`src/rtl/param_deserializer_arb_pkg.sv`:
```
// Shared definitions for the Nibbler deserialized word register:
// subword geometry, index width and the sequencer state encoding.
package param_DeserializerPkg;

  localparam int NIBBLE_W    = 4;
  localparam int NUM_NIBBLES = 8;
  localparam int WORD_W      = NIBBLE_W * NUM_NIBBLES;
  localparam int IDX_W       = 3;

  typedef enum logic [1:0] {
    ST_IDLE = 2'd0,
    ST_FILL = 2'd1,
    ST_FULL = 2'd2
  } state_t;

endpackage

```
`src/rtl/param_deserializer_arb_nibble_word_reg.sv`:
```
// Eight-entry nibble storage for the deserialized word.
// Ports:
//   clk      rising-edge clock
//   reset    synchronous active-high clear of all subwords
//   i_we     write enable for subword i_idx
//   i_idx    subword index 0..7
//   i_wdata  nibble to write
//   o_word   all subwords concatenated, subword k at bits [4k+3:4k]
module param_NibbleWordReg
  import param_DeserializerPkg::*;
(
  input  logic                clk,
  input  logic                reset,
  input  logic                i_we,
  input  logic [IDX_W-1:0]    i_idx,
  input  logic [NIBBLE_W-1:0] i_wdata,
  output logic [WORD_W-1:0]   o_word
);

  logic [NIBBLE_W-1:0] r_mem [NUM_NIBBLES];

  always_ff @(posedge clk) begin
    if (reset) begin
      for (int i = 0; i < NUM_NIBBLES; i++) r_mem[i] <= '0;
    end else if (i_we) begin
      r_mem[i_idx] <= i_wdata;
    end
  end

  for (genvar g = 0; g < NUM_NIBBLES; g++) begin : g_cat
    assign o_word[g*NIBBLE_W +: NIBBLE_W] = r_mem[g];
  end

endmodule

```
`src/rtl/param_deserializer_arb.sv`:
```
// Two-requester round-robin arbiter and sequencer that assembles eight
// nibbles (LS nibble first) from one granted producer into a 32-bit word
// and offers it on a valid/ready output port.
// Ports:
//   clk, reset              clock, synchronous active-high reset
//   r0_val/r0_rdy/r0_data   requester 0 (ALU writeback) nibble stream
//   r1_val/r1_rdy/r1_data   requester 1 (load data) nibble stream
//   out_val/out_rdy         assembled word handshake
//   out_data                assembled word (storage contents in every state)
//   out_src                 requester that produced out_data
//
// state   | meaning
// --------+------------------------------------------------------------
// IDLE    | no rdy; arbitrate on any val, latch winner into grant
// FILL    | rdy to grant only; accept nibbles into subword[index] 0..7
// FULL    | out_val high until out_rdy; then prio flips to the loser
module param_deserializer_arb
  import param_DeserializerPkg::*;
(
  input  logic                clk,
  input  logic                reset,
  input  logic                r0_val,
  output logic                r0_rdy,
  input  logic [NIBBLE_W-1:0] r0_data,
  input  logic                r1_val,
  output logic                r1_rdy,
  input  logic [NIBBLE_W-1:0] r1_data,
  output logic                out_val,
  input  logic                out_rdy,
  output logic [WORD_W-1:0]   out_data,
  output logic                out_src
);

  state_t              r_state, w_state_nxt;
  logic                r_grant, w_grant_nxt;
  logic                r_prio,  w_prio_nxt;
  logic [IDX_W-1:0]    r_idx,   w_idx_nxt;
  logic                w_we;
  logic                w_gnt_val;
  logic [NIBBLE_W-1:0] w_wdata;

  always_ff @(posedge clk) begin
    if (reset) begin
      r_state <= ST_IDLE;
      r_grant <= 1'b0;
      r_prio  <= 1'b0;
      r_idx   <= '0;
    end else begin
      r_state <= w_state_nxt;
      r_grant <= w_grant_nxt;
      r_prio  <= w_prio_nxt;
      r_idx   <= w_idx_nxt;
    end
  end

  always_comb begin
    w_state_nxt = r_state;
    w_grant_nxt = r_grant;
    w_prio_nxt  = r_prio;
    w_idx_nxt   = r_idx;
    w_we        = 1'b0;
    w_gnt_val   = r_grant ? r1_val  : r0_val;
    w_wdata     = r_grant ? r1_data : r0_data;
    case (r_state)
      ST_IDLE: begin
        if (r0_val || r1_val) begin
          w_state_nxt = ST_FILL;
          w_idx_nxt   = '0;
          // Contention goes to prio; otherwise the lone requester wins.
          w_grant_nxt = (r0_val && r1_val) ? r_prio : r1_val;
        end
      end
      ST_FILL: begin
        // rdy is high for the granted requester throughout FILL, so a
        // granted val is a handshake.
        if (w_gnt_val) begin
          w_we      = 1'b1;
          w_idx_nxt = r_idx + 1'b1;
          if (r_idx == IDX_W'(NUM_NIBBLES - 1)) w_state_nxt = ST_FULL;
        end
      end
      ST_FULL: begin
        if (out_rdy) begin
          w_state_nxt = ST_IDLE;
          w_prio_nxt  = ~r_grant;
        end
      end
      default: w_state_nxt = ST_IDLE;
    endcase
  end

  param_NibbleWordReg u_word (
    .clk     (clk),
    .reset   (reset),
    .i_we    (w_we),
    .i_idx   (r_idx),
    .i_wdata (w_wdata),
    .o_word  (out_data)
  );

  assign r0_rdy  = (r_state == ST_FILL) && !r_grant;
  assign r1_rdy  = (r_state == ST_FILL) &&  r_grant;
  assign out_val = (r_state == ST_FULL);
  assign out_src = r_grant;

endmodule

```
`config.mk`:
```
export PLATFORM = sky130hd
export DESIGN_NAME = param_deserializer_arb
export DESIGN_NICKNAME = d
export VERILOG_FILES = /design/src/rtl/param_deserializer_arb_pkg.sv /design/src/rtl/param_deserializer_arb_nibble_word_reg.sv /design/src/rtl/param_deserializer_arb.sv
export SDC_FILE = /design/constraint.sdc
export NUM_CORES = 1
export LEC_CHECK = 0
export BUFFER_PORTS_ARGS = -buffer_cell sky130_fd_sc_hd__buf_2
export CAP_MARGIN = 5
export CORE_MARGIN = 5
export CORE_UTILIZATION = 35
export DETAILED_ROUTE_END_ITERATION = 7
export PLACE_DENSITY = 0.67
export SLEW_MARGIN = 30
export SYNTH_ARGS = -nofsm -noshare
export SYNTH_HDL_FRONTEND = slang
export SYNTH_SLANG_ARGS = --single-unit
```
`constraint.sdc`:
```
create_clock -name clk -period 1.9 [get_ports clk]
set_clock_uncertainty 0.05 [all_clocks]
set_input_delay 0.38 -clock clk [delete_from_list [all_inputs] [get_ports clk]]
set_output_delay 0.38 -clock clk [all_outputs]
set_load 0.05 [all_outputs]
```
Yosys cells after proc, flatten, opt, wreduce, memory -nomap -nowiden:

Memories as Yosys holds them, arrays and structs flattened.
Index checks and enable logic that the tools add are counted.

* word-level logic and storage cells: 47
* register bits after elaboration: 7
* latch bits: 0
* memory bits (writable): 32
* memories: 1
* ROM bits: 0
* output and inout port bits: 36

Memories
* u_word.r_mem: depth 8, width 4, rd ports 8, clocked after memory_dff 0, write ports 8, RTL line param_deserializer_arb_nibble_word_reg.sv:20 `logic [NIBBLE_W-1:0] r_mem [NUM_NIBBLES];`

* add/subtract/negate cells: 1
* $lt $le $gt $ge: 0
* bitwise gates (word level): 1
* div/mod/pow operators: 0
* mux-type cells: 21
* reduce and logical (&&, ||, !) cells: 12
* shift operators: 0
* $mul: 0
* equal/unequal tests: 7

Operator list (count)
* 1-bit two-way mux: 10
* 3-bit two-way mux: 3
* 2-bit two-way mux: 4
* 4-bit two-way mux: 2
* 2-bit inequality test, second input constant: 3
* 2-bit one-hot mux with 3 select lines: 1
* 3-bit one-hot mux with 2 select lines: 1
* 2-bit AND reduction: 2
* 4-bit AND reduction: 1
* 4-bit OR reduction: 1
* 3-bit by 1-bit adder with 3-bit output, second input constant: 1
* 3-bit equality test, second input constant: 1
* 1-bit logical AND: 3
* 3-bit AND reduction: 1
* 2-bit by 1-bit equality test with 1-bit output, second input constant: 1
* 2-bit equality test, second input constant: 1
* 2-bit logical NOT: 1
* 2-bit by 1-bit inequality test with 1-bit output, second input constant: 1
* 2-bit nonzero test: 1
* 1-bit logical NOT: 1
* 1-bit logical OR: 1
* 1-bit inverter: 1

Depth between registers and ports, before layout:

* word-level depth: 8
* mapped depth: 5
* mapped depth without buffers: 4

Hierarchy:

From an unflattened synthesis, not the netlist that was laid out.

* cell total of the unflattened synthesis: 142
* area, all modules: 1773.0 um^2

Modules (own cells, without submodules)
* param_NibbleWordReg: cells an instance 94, times used 1, seq. area each 960.9 um^2, area each 1352.5 um^2
* param_deserializer_arb: cells an instance 48, times used 1, seq. area each 140.1 um^2, area each 420.4 um^2

Worst setup path after synthesis:

No wires, ideal clock.

* kind: register -> output
* from: register r_grant, in the netlist out_src
* to: output port r0_rdy
* arrival time: 1.852 ns
* buffers on the path: 1
* path slack: -0.382 ns
* cell stages (with the launch flop): 3
* path through: dfxtp_1 buf_6 nor3b_1

* cells in the longest elaborated chain, start to end: 2

Ends and longest elaborated chain
* start, declared: RTL line param_deserializer_arb.sv:35 `logic r_grant, w_grant_nxt;`
* start signal, assigned: RTL line param_deserializer_arb.sv:50 `r_grant <= w_grant_nxt;`
* 1-bit logical NOT: RTL line param_deserializer_arb.sv:101 `assign r0_rdy = (r_state == ST_FILL) && !r_grant;`
* 1-bit logical AND: RTL line param_deserializer_arb.sv:101
* end, declared: RTL line param_deserializer_arb.sv:23 `output logic r0_rdy,`

Every way passes these cells.

==> summary.txt <==
Run status
  – Status: complete, no violations

Worst setup path
  – Worst r2r path cells: 3
  – Crit-path slowest cell: dfxtp_2
  – CP top delay family: flip-flops
  – Critical Path AT: 1630 ps
  – Reg2Reg Launch Point: out_src
  – Kind of critical path: register to register
  – Worst EP required: 1810 ps
  – Crit-path max cell delay: around 440 ps
  – Crit path buf inv count: 0
  – Reg-to-reg setup timing slack: roughly 170 ps
  – Critical-path cell list: mux2_4 -> nand2_1 -> o21bai_1
  – Crit path max fanout: 11
  – Levels on crit path: 3
  – Worst Setup End Kind: register
  – RR Endpoint: u_word.r_mem[7][1]
  – Critical Path Start Type: register

Floorplanning
  – Boundary Pins: 49
  – DIE AREA: between 0.006 and 0.007 mm²
  – Site Rows: 25
  – Die width: 79.6 µm
  – Die height: approximately 80 µm
  – Core area: approximately 0.0047 mm²
  – Initial Util: 35.9%

GRT
  – Vias in the first global route: around 1100
  – Antenna violations before repair: 0
  – Routing usage on met2: 17.2%
  – GRT Max-Usage Layer: met2
  – Largest net degree at the start of global routing: 16
  – Routing usage on met1: 15.4%
  – First-pass GRT wire length: 5520 µm
  – GR Overflow Total: 0
  – GR Util All Layers: 11.6%
  – Met3 usage: 4.51%

Pwr
  – Max VDD drop: 425 µV
  – Pleak: about 0.86 nW
  – Pwr dens: approximately 940 mW/mm²

Finish
  – Share of layout cells above drive strength 1: approximately two fifths
  – Highest-count cells in the layout ignoring fill and taps: 48 x buf_2, 37 x nor2_1, 32 x edfxtp_1
  – Number of diodes: 0
  – Fin cells: roughly 260
  – Area delta synth->final: 27.0%
  – Most common cell after layout, fill and taps aside: buf_2
  – Net count, final: 202

Place
  – Final GP Congestion: 0.720
  – Dpl cells: 247
  – PortBufs: 48
  – Post-detail-place hpwl: 2480 µm

Synthesis
  – Synthesized cell area: 0.00170 mm²
  – Largest family of logic cells by synthesized area: simple AND/OR/NAND/NOR gates
  – Syn_area_per_cell: ~13 µm²
  – Distinct cells, synth: 34
  – Mux share of post-synthesis cell area: 4.13%
  – Ys Warns: 0
  – Complex-gate fraction of the synthesized area: 8.19%
  – Syn Nets: 149
  – Synth Area in Simple Gates: 18.8%
  – Xor/xnor share of the synthesized area: 0%
  – Seq cells post-synth: 39
  – Seq/Total Area, Yosys: 64.9%
  – Post-Syn Instances: 134
  – Synthesized-area fraction occupied by adder cells: 1.47%

Drt
  – DRT Pass-1 Iters: 4
  – DRT antenna net count: 0
  – Residual DRC: 0
  – Initial DRC count: 50
  – Vias per cell: 4.69
  – WL/cell: 13.6 µm
  – Total Routed Length: 3480 µm
  – Vias: approximately 1200

STA
  – Period minus WS final: between 1500 and 2000 ps
  – Max Clk Rate: 578 MHz
  – Setup violations, final: 0
  – Relative slew slack: 72.1%
  – Slew Viols, Final: 0
  – Slew @ Worst Pin: 418 ps
  – RSZ-0062 raised after global routing: false
  – Final Hold Vio Count: 0
  – Post-route setup TNS: 0 ps
  – Final period util: between 90% and 100%

Min path
  – Hold Crit Class: input pin to register
  – Hold depth: 2
  – Hold Path End: r_prio
  – Min-delay src: out_rdy

Clocking
  – CTS max path bufs: 2
  – CTS sink cnt: 39
  – Reg clk slew, reported paths: 70 ps
  – # Post-CTS Setup Buffers: 0
  – H-tree depth: 2
  – Clk_lat worst skew: between 200 and 300 ps
  – CTS tree: done
  – Clock Root Buffer: clkbuf_8
  – TritonCTS buffer count: 5
  – Hold buffers post-CTS: 0
  – CTS resizes: 0

Flow run
  – Max Cap Viol: 0
==> power breakdown <==
part           internal, mW  leakage (nW)  switching, mW
combinational        0.0666         0.405          0.181
clock                 0.525        0.0654          0.279
sequential            0.953         0.388         0.0151
total                  1.54         0.858          0.474
==> sequential cells by signal, summed over array words and instances, names as in the netlist <==
register	cells
u_word.r_mem	32
r_idx	3
r_state	2
out_src	1
r_prio	1
==> cell usage after synthesis (all sizes together) <==
cell type	instances	area share, %
a21bo	1	0.59
a21oi	3	0.88
a311oi	1	0.52
a32o	2	1.2
and2b	1	0.52
and3	1	0.37
and3b	1	0.59
buf	2	1.3
clkbuf	5	1.2
dfxtp	7	8.3
edfxtp	32	57
ha	2	1.5
mux2	5	3.5
mux2i	1	0.59
nand2	3	0.66
nand2b	2	0.74
nand3	6	2.4
nand3b	3	1.3
nand4b	1	0.52
nor2	37	8.2
nor3	1	0.29
nor3b	2	1.5
nor4	1	0.37
o21ba	1	0.59
o21bai	8	3.5
o22ai	1	0.37
o2bb2ai	1	0.52
or2b	1	0.44
or3	1	0.37
or3b	1	0.52
==> worst max-delay path by stage <==
stage | startpoint | to | slack (ps)
6_report | out_src | u_word.r_mem[7][1] | 170
5_1_grt | out_src | u_word.r_mem[2][2] | 40
4_1_cts | r_state[1] | out_val | 140
3_5_place_dp | r0_val | u_word.r_mem[6][2] | 130
3_3_place_gp | r0_val | u_word.r_mem[3][1] | 150
2_1_floorplan | out_src | u_word.r_mem[7][0] | 140
==> kinds of logic after synthesis <==
kind of cell | after synthesis
simple gates | 62
flops | 39
compound gates | 18
buf+inv | 7
mux | 6
fa+ha+maj | 2
==> layout make-up <==
cell class	instances	area (µm²)
multi-input combinational	88	558
tap	67	83.8
clock inverter	2	60.1
clock buffer	6	72.6
fill	435	2570
timing repair buffer	53	278
sequential	39	1100
==> per-stage QoR <==
stage | total power, mW | instance area, µm² | setup WS [ps] | utilization, % | hold slack (ps)
after CTS | 2.03 | 2150 | 143 | 45.6 | 258
final | 2.02 | 2150 | 171 | 45.6 | 262
after detailed placement | 1.24 | 2020 | 127 | 42.8 | 467
after global placement | 1.23 | 2020 | 146 | 42.8 | 465
after global routing | 2.08 | 2150 | 39.3 | 45.6 | 279
after floorplan | 1.17 | 1700 | 136 | - | 402
==> layer usage <==
metal,up-vias,routed length [µm]
met5,-,0
li1,589,-
met4,0,43
met3,5,304
met2,44,1550
met1,558,1580
Power figures use the tool's default switching activity.
